===== src/rtl/countdown_timer_16.sv =====
// Loadable down-counter with one-shot and auto-reload modes.
// A done pulse marks each terminal count; reload_count tallies auto-reloads.
module countdown_timer_16 #(
    parameter int BIT_SZ = 16
) (
    input  logic              clock,
    input  logic              reset,
    input  logic              enable,
    input  logic              load,
    input  logic [BIT_SZ-1:0] load_value,
    input  logic              auto_reload,
    output logic [BIT_SZ-1:0] count,
    output logic              busy,
    output logic              done,
    output logic [7:0]        reload_count
);

    // state | meaning
    // IDLE  | stopped; count held, enable ignored until the next load
    // RUN   | counting down while enable is high
    typedef enum logic {
        IDLE = 1'b0,
        RUN  = 1'b1
    } state_t;

    localparam logic [BIT_SZ-1:0] ONE  = {{(BIT_SZ-1){1'b0}}, 1'b1};
    localparam logic [BIT_SZ-1:0] ZERO = '0;

    state_t            state_q;
    state_t            state_d;
    logic [BIT_SZ-1:0] reload_q;
    logic [BIT_SZ-1:0] reload_d;
    logic [BIT_SZ-1:0] count_d;
    logic              done_d;
    logic [7:0]        reload_count_d;

    always_ff @(posedge clock) begin
        if (!reset) begin
            state_q      <= IDLE;
            reload_q     <= '0;
            count        <= '0;
            done         <= 1'b0;
            reload_count <= 8'd0;
        end else begin
            state_q      <= state_d;
            reload_q     <= reload_d;
            count        <= count_d;
            done         <= done_d;
            reload_count <= reload_count_d;
        end
    end

    // Load wins over decrement and terminal count, so no done pulse on a load cycle.
    always_comb begin
        state_d        = state_q;
        reload_d       = reload_q;
        count_d        = count;
        done_d         = 1'b0;
        reload_count_d = reload_count;

        if (load) begin
            reload_d       = load_value;
            count_d        = load_value;
            reload_count_d = 8'd0;
            state_d        = (load_value != ZERO) ? RUN : IDLE;
        end else if (state_q == RUN && enable) begin
            if (count > ONE) begin
                count_d = count - ONE;
            end else if (count == ONE) begin
                done_d = 1'b1;
                if (auto_reload) begin
                    count_d = reload_q;
                    if (reload_count != 8'hFF) begin
                        reload_count_d = reload_count + 8'd1;
                    end
                end else begin
                    count_d = ZERO;
                    state_d = IDLE;
                end
            end else begin
                // Unreachable zero count in RUN: fall back to IDLE rather than wrap.
                state_d = IDLE;
            end
        end
    end

    assign busy = (state_q == RUN);

endmodule


===== config.mk =====
export PLATFORM = sky130hd
export DESIGN_NAME = countdown_timer_16
export DESIGN_NICKNAME = d
export VERILOG_FILES = /design/src/rtl/countdown_timer_16.sv
export SDC_FILE = /design/constraint.sdc
export NUM_CORES = 1
export LEC_CHECK = 0
export BUFFER_PORTS_ARGS = -buffer_cell sky130_fd_sc_hd__buf_2
export CORE_UTILIZATION = 50
export CTS_CLUSTER_DIAMETER = 60
export DETAILED_ROUTE_END_ITERATION = 12
export GPL_ROUTABILITY_DRIVEN = 0
export PLACE_DENSITY = 0.73
export SETUP_SLACK_MARGIN = 0.5
export SYNTH_ARGS = -nofsm -noshare
export SYNTH_HDL_FRONTEND = slang
export SYNTH_SLANG_ARGS = --single-unit

===== constraint.sdc =====
create_clock -name clock -period 2.6 [get_ports clock]
set_clock_uncertainty 0.15 [all_clocks]
set_input_delay 0 -clock clock [delete_from_list [all_inputs] [get_ports clock]]
set_output_delay 0 -clock clock [all_outputs]
set_load 0.02 [all_outputs]

# Word-level counts from Yosys, hierarchy flattened
# Index checks and enable logic that the tools add are counted.
[totals] output_inout_bits=26 ramBits=0 mem_bits_ro=0 elab_cells=36 input_bits=21 reg_bits=42 latchBits=0 mem_count=0
[op_classes] shifts=0 n_eq_ne=4 add_sub_neg=2 reduce_logical=9 n_mux=12 bitwise_logic=3 mul=0 div=0 n_lt_le_gt_ge=1
[ops] operator="two-way mux 16 bit" n=5
[ops] operator="equality test 16 x 1 -> 1 bit (second input constant)" n=1
[ops] operator="greater-than comparator 16 x 1 -> 1 bit (second input constant)" n=1
[ops] operator="nonzero test 16 bit" n=1
[ops] operator="subtractor 16 x 1 -> 16 bit (second input constant)" n=1
[ops] operator="adder 8 x 1 -> 8 bit (second input constant)" n=1
[ops] operator="!= test 8 bit (second input constant)" n=1
[ops] operator="two-way mux 1 bit" n=7
[ops] operator="AND reduction 5 bit" n=1
[ops] operator="OR reduction 4 bit" n=1
[ops] operator="!= test 3 bit (second input constant)" n=1
[ops] operator="inverter 1 bit" n=3
[ops] operator="AND reduction 3 bit" n=1
[ops] operator="nonzero test 3 bit" n=1
[ops] operator="!= test 2 bit (second input constant)" n=1
[ops] operator="AND reduction 2 bit" n=1
[ops] operator="nonzero test 2 bit" n=1
[ops] operator="OR reduction 2 bit" n=1
[ops] operator="logical AND 1 bit" n=1

# Logic depth before layout (Yosys ltp)
[logic_depth] word_depth=5 ltp_mapped=10 ltp_nobuf=8

# Worst setup path before layout
# OpenSTA, ideal clock, no wires.
[synth_timing] kind="flip-flop to flip-flop" from="register count[0]" to="register count[9]" period_less_slack_ns=2.590 setup_slack_ns=0.010 path_buffers=2 t_required_ns=2.390 arrival_time_ns=2.380 stages_incl_launch_ff=10 setup_ns=0.060 cell_sequence="dfxtp_1 > inv_1 > ha_1 > or2_2 > clkbuf_1 > and2_1 > clkbuf_2 > or4_1 > a21oi_1 > o221a_1"
[synth_via] elab_chain_cells=4 word_cells_on_any_way=8 cone_classes="add/sub (1); order compare (1); eq/ne (1); mux (3); reduce/logical (2)"
[synth_rtl] element="start: declaration" line_no="12" text="output logic [BIT_SZ-1:0] count,"
[synth_rtl] element="start signal: assignment" line_no="47" text="count <= count_d;"
[synth_rtl] element="subtractor 16 x 1 -> 16 bit or greater-than comparator 16 x 1 -> 1 bit (tied branches)" line_no="68, 67"
[synth_rtl] element="two-way mux 16 bit" line_no="67" text="if (count > ONE) begin"
[synth_rtl] element="two-way mux 16 bit" line_no="66" text="end else if (state_q == RUN && enable) begin"
[synth_rtl] element="two-way mux 16 bit" line_no="61" text="if (load) begin"
# Parallel ways exist; a longest one is shown, timed or not. The select of a mux whose other input is x is not followed.
# A chain may end at the register's enable or synchronous reset.

# Final worst setup path
[layout_timing] from="register count[1]" to="register count[9]"
# The elaborated chain is that of the path after synthesis.

==> report_table.html <==
<table>
<tr><th>Metric</th><th>Value</th></tr>
<tr><th colspan="2">Routing</th></tr>
<tr><td>1st-iter DRT viols</td><td>between 300 and 400</td></tr>
<tr><td>Antenna viol nets, final</td><td>0</td></tr>
<tr><td>Aggregate routed wire length</td><td>about 7300 microns</td></tr>
<tr><td>Vias post-DR</td><td>between 2,000 and 3,000</td></tr>
<tr><td>Remaining design rule violation count</td><td>4</td></tr>
<tr><td>Routed wire length per instance</td><td>roughly 17 microns</td></tr>
<tr><td>First-pass iteration count of the detailed router</td><td>11</td></tr>
<tr><td>Vias per cell</td><td>6.06</td></tr>
<tr><th colspan="2">Synthesis</th></tr>
<tr><td>Area fraction of the dominant cell type after synthesis</td><td>between 30% and 40%</td></tr>
<tr><td>Count leader, synth</td><td>sky130_fd_sc_hd__dfxtp_1</td></tr>
<tr><td>Top_reg_cell synth</td><td>sky130_fd_sc_hd__dfxtp_1</td></tr>
<tr><td>Synth async-reset ratio</td><td>0%</td></tr>
<tr><td>Number of distinct standard cells referenced by the synthesized netlist</td><td>52</td></tr>
<tr><td>Synthesized cell area</td><td>about 2300 sq um</td></tr>
<tr><td>Commonest cells post-synth</td><td>sky130_fd_sc_hd__dfxtp_1, sky130_fd_sc_hd__nand2_1, sky130_fd_sc_hd__a21oi_1</td></tr>
<tr><td>Post-synth top area cell</td><td>sky130_fd_sc_hd__dfxtp_1</td></tr>
<tr><td>Total of warnings raised by yosys</td><td>0</td></tr>
<tr><td>Synth area leaders</td><td>sky130_fd_sc_hd__dfxtp_1, sky130_fd_sc_hd__a21oi_1, sky130_fd_sc_hd__nand2_1</td></tr>
<tr><td>Syn nets</td><td>between 300 and 400</td></tr>
<tr><td>Number of enable-type register cells in the synthesized netlist</td><td>0</td></tr>
<tr><td>Number of standard cells after synthesis</td><td>about 290</td></tr>
<tr><td>Part of the Yosys area used for sequential elements</td><td>between 30% and 40%</td></tr>
<tr><td>Mean Syn Cell Area</td><td>~8 sq um</td></tr>
<tr><td>Number of synthesized register bits</td><td>between 40 and 50</td></tr>
<tr><th colspan="2">Timing</th></tr>
<tr><td>Unrepaired setup endpoints after global routing</td><td>yes</td></tr>
<tr><td>Final worst path period need</td><td>between 2000 and 2500 ps</td></tr>
<tr><td>TNS Setup</td><td>0 ps</td></tr>
<tr><td>Endpoints failing hold</td><td>0</td></tr>
<tr><td>Final setup viols</td><td>0</td></tr>
<tr><td>Share of the clock period used by the worst path</td><td>79.6%</td></tr>
<tr><td>Max-slew violation count</td><td>0</td></tr>
<tr><td>Slew headroom</td><td>49.5%</td></tr>
<tr><td>Hold_ws</td><td>around 70 ps</td></tr>
<tr><td>Fmax</td><td>roughly 480 MHz</td></tr>
<tr><td>Slew of the pin with the lowest slew margin</td><td>roughly 760 ps</td></tr>
<tr><th colspan="2">Critical path</th></tr>
<tr><td>Reg-to-reg setup timing slack</td><td>between 500 and 600 ps</td></tr>
<tr><td>Maximum single-stage delay on the critical path</td><td>between 300 and 400 ps</td></tr>
<tr><td>Endpoint required time on the critical path</td><td>around 2700 ps</td></tr>
<tr><td>Path type of the worst setup path</td><td>flip-flop to flip-flop</td></tr>
<tr><td>R2R Path End</td><td>count[9]$_SDFFE_PN0P_</td></tr>
<tr><td>Crit path max-delay family</td><td>simple AND/OR/NAND/NOR gates</td></tr>
<tr><td>Sort of element at the start of the critical path</td><td>flip-flop</td></tr>
<tr><td>Critical path endpoint category</td><td>flip-flop</td></tr>
<tr><td>Master of the slowest instance on the critical path</td><td>sky130_fd_sc_hd__or4_1</td></tr>
<tr><td>Reg2Reg Launch Point</td><td>count[1]$_SDFFE_PN0P_</td></tr>
<tr><td>Cell breakdown of the critical path</td><td>inv_4 -&gt; ha_4 -&gt; or2_4 -&gt; and2_4 -&gt; buf_4 -&gt; or4_1 -&gt; a21oi_1 -&gt; o221a_1</td></tr>
<tr><td>Reg2Reg Depth</td><td>8</td></tr>
<tr><td>Largest fanout on the critical path</td><td>6</td></tr>
<tr><td>CP Data Arrival Time</td><td>about 2200 ps</td></tr>
<tr><td>Combined buffer and inverter count along the critical path</td><td>2</td></tr>
<tr><th colspan="2">Global routing</th></tr>
<tr><td>Combined global-route utilization of all metal layers</td><td>29.6%</td></tr>
<tr><td>Antenna violations before repair</td><td>0</td></tr>
<tr><td>Via count of the first global-routing pass</td><td>2,327</td></tr>
<tr><td>Wire length of the first global-routing pass</td><td>around 12,000 microns</td></tr>
<tr><td>Pin count of the biggest net entering global routing</td><td>33</td></tr>
<tr><td>Overflow after GRT</td><td>0</td></tr>
<tr><th colspan="2">Floorplan</th></tr>
<tr><td>Total Die Area</td><td>4970 sq um</td></tr>
<tr><td># rows</td><td>24</td></tr>
<tr><td>Chip Width</td><td>around 71 microns</td></tr>
<tr><td>Initial core utilization</td><td>a little over half</td></tr>
<tr><td>Num ports</td><td>47</td></tr>
<tr><td>Vertical die dimension</td><td>70.5 microns</td></tr>
<tr><td>Area of the placeable core</td><td>4440 sq um</td></tr>
<tr><th colspan="2">CTS</th></tr>
<tr><td>Clock tree from TritonCTS</td><td>yes</td></tr>
<tr><td>Sink Count</td><td>42</td></tr>
<tr><td>CTS Root Buffer Type</td><td>sky130_fd_sc_hd__clkbuf_8</td></tr>
<tr><td>Max clock buf depth</td><td>2</td></tr>
<tr><td>Reg clk slew, reported paths</td><td>approximately 80 ps</td></tr>
<tr><td>Number of CTS-inserted buffers</td><td>5</td></tr>
<tr><td>Insertion delay to the later sink of the worst-skew pair</td><td>~300 ps</td></tr>
<tr><td>H-tree level count</td><td>2</td></tr>
<tr><th colspan="2">Run status</th></tr>
<tr><td>Violations in the final reports</td><td>DRC</td></tr>
<tr><td>Outcome</td><td>finished with violations</td></tr>
<tr><th colspan="2">Power and ir drop</th></tr>
<tr><td>Total power consumption of the routed design</td><td>between 0.0015 and 0.002 W</td></tr>
<tr><td>Highest ir drop seen on vdd</td><td>0.310 mV</td></tr>
<tr><td>Power density normalized to cell area</td><td>~500 nW/um^2</td></tr>
<tr><td>Leakage power summed over all cells</td><td>1.33 nW</td></tr>
<tr><th colspan="2">Placed design</th></tr>
<tr><td>Post-place instance area</td><td>2700 sq um</td></tr>
<tr><td>Post-placement cell count</td><td>between 300 and 400</td></tr>
<tr><td>HPWL Detailed</td><td>4690 microns</td></tr>
<tr><td>IO Port Bufs</td><td>46</td></tr>
<tr><th colspan="2">Run</th></tr>
<tr><td>Max capacitance violation total</td><td>0</td></tr>
<tr><th colspan="2">Cells and area</th></tr>
<tr><td>Ratio of cells with drive above 1 in the final layout</td><td>between 30% and 40%</td></tr>
<tr><td>Non-filler cells, final</td><td>around 430</td></tr>
<tr><td>Final instance area</td><td>around 3200 sq um</td></tr>
<tr><td>Layout-stage area growth over the synthesis result</td><td>38.4%</td></tr>
<tr><td>Antenna diode instance count</td><td>0</td></tr>
<tr><td>Nets</td><td>roughly 400</td></tr>
<tr><td>Number of fill cells in the layout</td><td>340</td></tr>
<tr><th colspan="2">Min path</th></tr>
<tr><td>Worst min-delay path category</td><td>input pin to flip-flop</td></tr>
<tr><td>HP Start</td><td>auto_reload</td></tr>
<tr><td>Hold depth</td><td>3</td></tr>
<tr><td>Hold Path End</td><td>count[15]$_SDFFE_PN0P_</td></tr>
</table>
-- what timing repair did --
item / 4_1_cts / 5_1_grt
setup buffers: 6 / 17
hold buffers: 19 / 0
gates cloned: 0 / 0
setup endpoints to repair: 13 / 20
pin swaps: 5 / 7
resized for setup: 11 / 17
endpoints found under the hold margin: 33 / 0
-- worst max path at each step --
| stage | start | endpoint | slack, ps | cells after the start |
|---|---|---|---|---|
| after floorplan | count[0]$_SDFFE_PN0P_ | count[9]$_SDFFE_PN0P_ | 440 | 9 |
| after global placement | count[12]$_SDFFE_PN0P_ | count[5]$_SDFFE_PN0P_ | 310 | 7 |
| after detailed placement | count[2]$_SDFFE_PN0P_ | count[12]$_SDFFE_PN0P_ | 260 | 6 |
| after CTS | count[4]$_SDFFE_PN0P_ | count[5]$_SDFFE_PN0P_ | 450 | 7 |
| after global routing | count[6]$_SDFFE_PN0P_ | count[12]$_SDFFE_PN0P_ | 460 | 7 |
| final | count[1]$_SDFFE_PN0P_ | count[9]$_SDFFE_PN0P_ | 530 | 8 |
-- report_power, final --
group / leakage, nW / internal [W] / switching (W) / total (W)
clock: 0.0515 / 0.000214 / 0.000236 / 0.000450
sequential: 0.350 / 0.000678 / 0.0000470 / 0.000725
combinational: 0.927 / 0.000203 / 0.000236 / 0.000439
-- registers in the layout, indices dropped and copies added (netlist names) --
name / cells
done: 1
reload_count: 8
reload_q: 16
count: 16
busy: 1
-- stage by stage --
| stage | utilization (%) | setup WS [ps] |
|---|---|---|
| 2_1_floorplan | - | 441 |
| 3_3_place_gp | 60.6 | 313 |
| 3_5_place_dp | 60.6 | 264 |
| 4_1_cts | 68.9 | 447 |
| 5_1_grt | 73.1 | 464 |
| 6_report | 73.1 | 530 |
-- per-layer routing --
layer	global-route usage [%]	routed length (microns)	part of all wire, %	up-vias
li1	-	-	-	1241
met1	40.8	3230	44	1204
met2	46.9	3270	45	138
met3	4.76	577	7.9	27
met4	10.9	228	3.1	0
met5	0	0	0	-
-- cell usage in the layout, fill, tap and decap left out, types with 4 or more instances in the layout --
cell type	Yosys	routed
sky130_fd_sc_hd__dlygate4sd3_1	0	19
sky130_fd_sc_hd__nand4_1	11	11
sky130_fd_sc_hd__mux2i_1	11	11
sky130_fd_sc_hd__dfxtp_1	42	33
sky130_fd_sc_hd__buf_2	4	46
sky130_fd_sc_hd__nor4_4	3	4
sky130_fd_sc_hd__clkbuf_8	0	6
sky130_fd_sc_hd__xnor2_1	4	4
sky130_fd_sc_hd__nor2_1	26	26
sky130_fd_sc_hd__nor3_1	8	8
sky130_fd_sc_hd__nand3_1	11	11
sky130_fd_sc_hd__dfxtp_2	0	4
sky130_fd_sc_hd__dfxtp_4	0	5
sky130_fd_sc_hd__buf_4	1	36
sky130_fd_sc_hd__xor2_1	6	6
sky130_fd_sc_hd__a21oi_1	31	28
sky130_fd_sc_hd__nand2_1	33	33
sky130_fd_sc_hd__o21ai_0	21	21
sky130_fd_sc_hd__nor4_1	5	5
sky130_fd_sc_hd__a31oi_1	5	5
-- worst min-delay path: cells and delay by family --
kind,cells,cell delay [ps]
buffers and inverters,1,220
AND/OR/NAND/NOR,1,160
AO/OA/AOI/OAI,1,90
-- cell families after synthesis --
group / synth area share, %
flops: 35.8
fa+ha+maj: 1.60
simple gates: 28.3
mux: 4.69
buf+inv: 5.28
compound gates: 20.5
xor+xnor: 3.73
-- final cells by class --
| type | instances | area (sq um) | area share [%] |
|---|---|---|---|
| Multi-Input combinational cell | 220 | 1480 | 45.4 |
| Clock inverter | 2 | 11.3 | 0.347 |
| Timing Repair Buffer | 104 | 724 | 22.3 |
| Sequential cell | 42 | 865 | 26.6 |
| Tap cell | 52 | 65.1 | 2.00 |
| Clock buffer | 6 | 82.6 | 2.54 |
| Inverter | 5 | 23.8 | 0.732 |
No activity file was read; power rests on OpenSTA's default activity.
